File: config.mk
export PLATFORM = sky130hd
export DESIGN_NAME = h_squeeze_reader
export DESIGN_NICKNAME = d
export VERILOG_FILES = /design/src/rtl/h_squeeze_reader.sv
export SDC_FILE = /design/constraint.sdc
export NUM_CORES = 2
export LEC_CHECK = 0
export ABC_AREA = 1
export CORE_AREA = 2 2 658 660
export CTS_CLUSTER_SIZE = 24
export DETAILED_ROUTE_END_ITERATION = 16
export DIE_AREA = 0 0 660 662
export PLACE_DENSITY = 0.3
export SLEW_MARGIN = 40
export SYNTH_ARGS = -nofsm -noshare
export SYNTH_HDL_FRONTEND = slang
export SYNTH_SLANG_ARGS = --single-unit
export TNS_END_PERCENT = 10
File: constraint.sdc
create_clock -name clk -period 2.6 [get_ports clk]
set_clock_uncertainty 0.2 [all_clocks]
set_input_delay 0.78 -clock clk [delete_from_list [all_inputs] [get_ports clk]]
set_output_delay 0.78 -clock clk [all_outputs]
set_load 0.01 [all_outputs]
File: src/rtl/h_squeeze_reader.sv
// SHAKE256 squeeze reader: captures the Keccak rate block on perm_done and
// streams it out as WORD_W words, requesting further permutations as needed.
module h_squeeze_reader #(
    parameter int STATE_W = 1600,
    parameter int RATE_W  = 1088,
    parameter int WORD_W  = 64,
    parameter int LEN_W   = 16
) (
    input  logic               clk,
    input  logic               rst,
    input  logic               start,
    input  logic [LEN_W-1:0]   out_len,
    input  logic               perm_done,
    input  logic [STATE_W-1:0] perm_state,
    output logic               perm_req,
    output logic [WORD_W-1:0]  word_out,
    output logic               word_valid,
    input  logic               word_ready,
    output logic               busy,
    output logic               done
);

    localparam int NWORDS = RATE_W / WORD_W;
    localparam int IDX_W  = $clog2(NWORDS);
    localparam logic [IDX_W-1:0] LAST_IDX = IDX_W'(NWORDS - 1);

    typedef enum logic [2:0] {
        IDLE,
        WAIT_PERM,
        STREAM,
        REQ,
        FIN
    } state_t;

    state_t             state;
    state_t             state_nx;
    logic [RATE_W-1:0]  rate_buf;
    logic [IDX_W-1:0]   idx;
    logic [LEN_W-1:0]   remaining;
    logic               hs;
    logic               capture;
    logic               unused_hi;

    // Capacity bits never leave the sponge.
    assign unused_hi = ^perm_state[STATE_W-1:RATE_W];

    assign hs      = (state == STREAM) && word_ready;
    assign capture = (state == WAIT_PERM) && perm_done;

    always_ff @(posedge clk) begin
        if (rst) begin
            state <= IDLE;
        end else begin
            state <= state_nx;
        end
    end

    always_comb begin
        state_nx = state;
        unique case (state)
            IDLE: begin
                if (start) begin
                    state_nx = (out_len != '0) ? WAIT_PERM : FIN;
                end
            end
            WAIT_PERM: begin
                if (perm_done) begin
                    state_nx = STREAM;
                end
            end
            STREAM: begin
                // Session end wins over block end: no wasted permutation.
                if (hs) begin
                    if (remaining == LEN_W'(1)) begin
                        state_nx = FIN;
                    end else if (idx == LAST_IDX) begin
                        state_nx = REQ;
                    end
                end
            end
            REQ:     state_nx = WAIT_PERM;
            FIN:     state_nx = IDLE;
            default: state_nx = IDLE;
        endcase
    end

    always_ff @(posedge clk) begin
        if (rst) begin
            rate_buf  <= '0;
            idx       <= '0;
            remaining <= '0;
        end else begin
            if ((state == IDLE) && start) begin
                remaining <= out_len;
            end
            if (capture) begin
                rate_buf <= perm_state[RATE_W-1:0];
                idx      <= '0;
            end else if (hs) begin
                // Shift so the current word always sits in the LSBs.
                rate_buf <= rate_buf >> WORD_W;
                idx      <= (idx == LAST_IDX) ? '0 : idx + 1'b1;
                if (remaining != '0) begin
                    remaining <= remaining - 1'b1;
                end
            end
        end
    end

    assign word_valid = (state == STREAM);
    assign word_out   = word_valid ? rate_buf[WORD_W-1:0] : '0;
    assign perm_req   = (state == REQ);
    assign done       = (state == FIN);
    assign busy       = (state != IDLE);

endmodule
==> summary.md <==
| Metric | Value |
|---|---|
| Status | `complete, but fails checks` |
| Failing checks | `setup timing` |
| Pre-CTS setup slack | `-925 ps` |
| Fin cells | `about 14000` |
| Synth Area per Inst | `a little under 8 sq um` |
| Hold slack | `about 260 ps` |
| Synth Cell Area | `just over 0.05 sq mm` |
| Synth area leaders | `dfxtp_1 (44%), o211ai_1 (14%), a21oi_1 (10%)` |
| First-pass GRT wire length | `457 mm` |
| Max Cap Violations | `0` |
| P&R area growth vs syn | `55.1%` |
| Post-DP HPWL | `282 mm` |
| PortBufs | `approximately 1200` |
| Synth Register Bits | `1112` |
| Site Rows | `around 240` |
| CP Max Fanout | `8` |
| Max stage delay on crit path | `about 330 ps` |
| CTS tree | `yes` |
| Share of cells above drive strength 1 | `between 10% and 20%` |
| Cts bufs inserted | `162` |
| Gpl congestion | `0.893` |
| Initial Utilization | `between 10% and 20%` |
| Worst-path clk slew | `approximately 50 ps` |
| Die height | `662 microns` |
| DIE WIDTH | `660 microns` |
| Fmax | `roughly 320 MHz` |
| Congestion Overflow GR | `0` |
| Post-Syn Instances | `approximately 6400` |
| IO Count | `between 1500 and 2000` |
| Leakage | `~24 nW` |
| Slew Viols, Final | `0` |
| DR WL/cell | `between 20 and 30 microns` |
| Clock tree sinks | `between 1000 and 1500` |
| Drt via density | `between 3 and 4` |
| RSZ-0062 raised after global routing | `yes` |
| Post-route DRC | `0` |
| CP Data Arrival Time | `around 2100 ps` |
| Final #Nets | `9303` |
| Clock Latency Late Sink | `860 ps` |
| Fillers | `between 40000 and 50000` |
| Synth top area share | `44.0%` |
| Crit path capture type | `output port` |
| Initial antenna violation count | `roughly 250` |
| Routed wire length | `approximately 350 mm` |
| Synth Net Count | `8068` |
| FF-to-FF setup slack | `-220 ps` |
| Vias in the first global route | `roughly 52000` |
| Initial DRC Count | `roughly 3400` |
| Final Cycle Share | `119%` |
| Setup violators final | `between 80 and 90` |
| CP max-delay cell | `dfxtp_2` |
| Worst VDD drop | `about 0.00042 V` |
| Setup ws final | `-482 ps` |
| GRT Total Usage | `~15%` |
| Least-Margin Pin Slew | `about 860 ps` |
| Root Buffer | `clkbuf_16` |
| Hold WC Path Type | `reg -> reg` |
| CP startpoint kind | `flip-flop` |
| Setup CP Type | `reg -> out` |
| Storage element area | `around 0.022 sq mm` |
| Final Cell Area | `approximately 0.08 sq mm` |
| Area of the multi-input gates | `between 0.02 and 0.03 sq mm` |
| Final count of hold timing violations | `0` |
| Synth area leader | `dfxtp_1` |
| CP Cell Sequence | `nor2_4, nand2_8, buf_16, buf_12, nor2_4, buf_6, buf_12` |
| Max_slew headroom | `roughly 42%` |
| Pre-antenna DRT Iters | `7` |
| Synth Warn # | `0` |
| Number of placed instances, taps included | `approximately 13000` |
| Routed Antenna Nets | `0` |
| Core Region | `roughly 0.43 sq mm` |
| Min Clock Period, post-route | `3080 ps` |
| Placed Area | `between 0.07 and 0.08 sq mm` |
| CTS H-Tree Depth | `4` |
| Die footprint | `~0.44 sq mm` |
| WP data required | `about 1600 ps` |
| CTS Buffer Depth | `4` |
| Via count | `~52000` |
| Number of distinct library cells after synthesis | `32` |
| Sequential share of the synthesized area | `approximately 44%` |
| Largest net degree at the start of global routing | `around 100` |
| Setup TNS | `-27630 ps` |
| Power density over cell area | `841 mW/mm^2` |
[synthesized netlist by cell type (all sizes together)]
master	count
clkbuf	283
nand2	1176
xor2	9
or2	1017
buf	319
xnor2	2
a211oi	1
inv	103
a31oi	4
dfxtp	1112
o21ai	77
ha	4
nand3	24
clkinv	1
o211ai	964
nor3	61
a21oi	1040
nand3b	1
nor2	243
nand4	2
[stage by stage]
stage               utilization [%]  total power (W)
CTS                            18.1           0.0666
finish                         18.3           0.0660
detailed placement             16.8           0.0428
floorplan                         -           0.0310
global route                   18.2           0.0696
global placement               16.8           0.0427
[cells by family (layout without fill, tap and decap cells)]
| logic type | Yosys count | after routing | synth area share, % |
|---|---|---|---|
| adders and majority gates | 4 | 4 | 0.0989 |
| buffers and inverters | 706 | 2062 | 6.26 |
| other | 0 | 95 | 0 |
| xor gates and xnor gates | 11 | 11 | 0.190 |
| and+or+nand+nor | 2524 | 2524 | 24.0 |
| AOI/OAI and AO/OA | 2086 | 2086 | 25.4 |
| DFF | 1112 | 1112 | 44.0 |
[worst max-delay path, delay by kind of cell, from the launching register on]
family        cells  cell delay (ps)
flops             1              330
buf+inv           4              550
simple gates      3              330
[placed cells by master, fill, tap and decap left out, types with 9 or more instances in the layout]
master	count
clkbuf_8	27
inv_1	96
clkbuf_16	169
or2_1	153
nor3_1	59
o211ai_1	964
clkdlybuf4s50_1	1107
or2_0	347
buf_4	339
buf_2	23
nand3_1	23
a21oi_1	1035
o21ai_1	40
buf_6	50
dfxtp_1	1109
clkinv_2	25
nor2_2	42
bufinv_16	13
diode_2	95
buf_12	140
o21ai_0	37
clkbuf_1	39
nor2_1	166
xor2_1	9
nand2_1	1170
or2_2	517
nor2_4	35
[area by class of cell]
cell class	count	share of cell area, %
diodes	95	0.303
clock buffers	231	5.92
clock inverters	54	0.907
inverters	104	0.561
multi-input cells	4625	32.6
flip-flops and latches	1112	28.4
well taps	5710	9.10
repair buffers	1673	22.2
[repair_timing]
action / in CTS / in global routing
pin swaps: 8 / 67
cloned: 0 / 6
endpoints found under the setup margin: 78 / 232
setup buffers: 0 / 4
resized for setup: 195 / 241
hold buffers: 0 / 0
[per-layer routing]
layer	part of all wire, %	track usage [%]	routed length (microns)
met1	40	17.4	141000
met2	47	26.0	165000
met5	0.32	0	1120
met3	8.4	5.70	29300
met4	3.7	4.89	12700
[power breakdown]
part / internal (W) / total [W] / switching [W]
sequential: 0.0190 / 0.0208 / 0.00179
clock: 0.0137 / 0.0231 / 0.00934
combinational: 0.00902 / 0.0221 / 0.0131
total: 0.0418 / 0.0660 / 0.0242
[worst paths after layout]
path	start	endpoint	cells past startpoint
worst max-delay path	state[0]$_SDFFE_PP0P_	word_out[51]	7
worst min-delay path	rate_buf[268]$_SDFFE_PP0P_	rate_buf[268]$_SDFFE_PP0P_	2
worst max register to register	state[0]$_SDFFE_PP0P_	rate_buf[267]$_SDFFE_PP0P_	12
worst min register to register	rate_buf[268]$_SDFFE_PP0P_	rate_buf[268]$_SDFFE_PP0P_	2
[state kept, by name (all words and copies together), names as in the netlist]
signal,count
rate_buf,1088
remaining,16
idx,5
state,3
(Power assumes the default switching activity.)
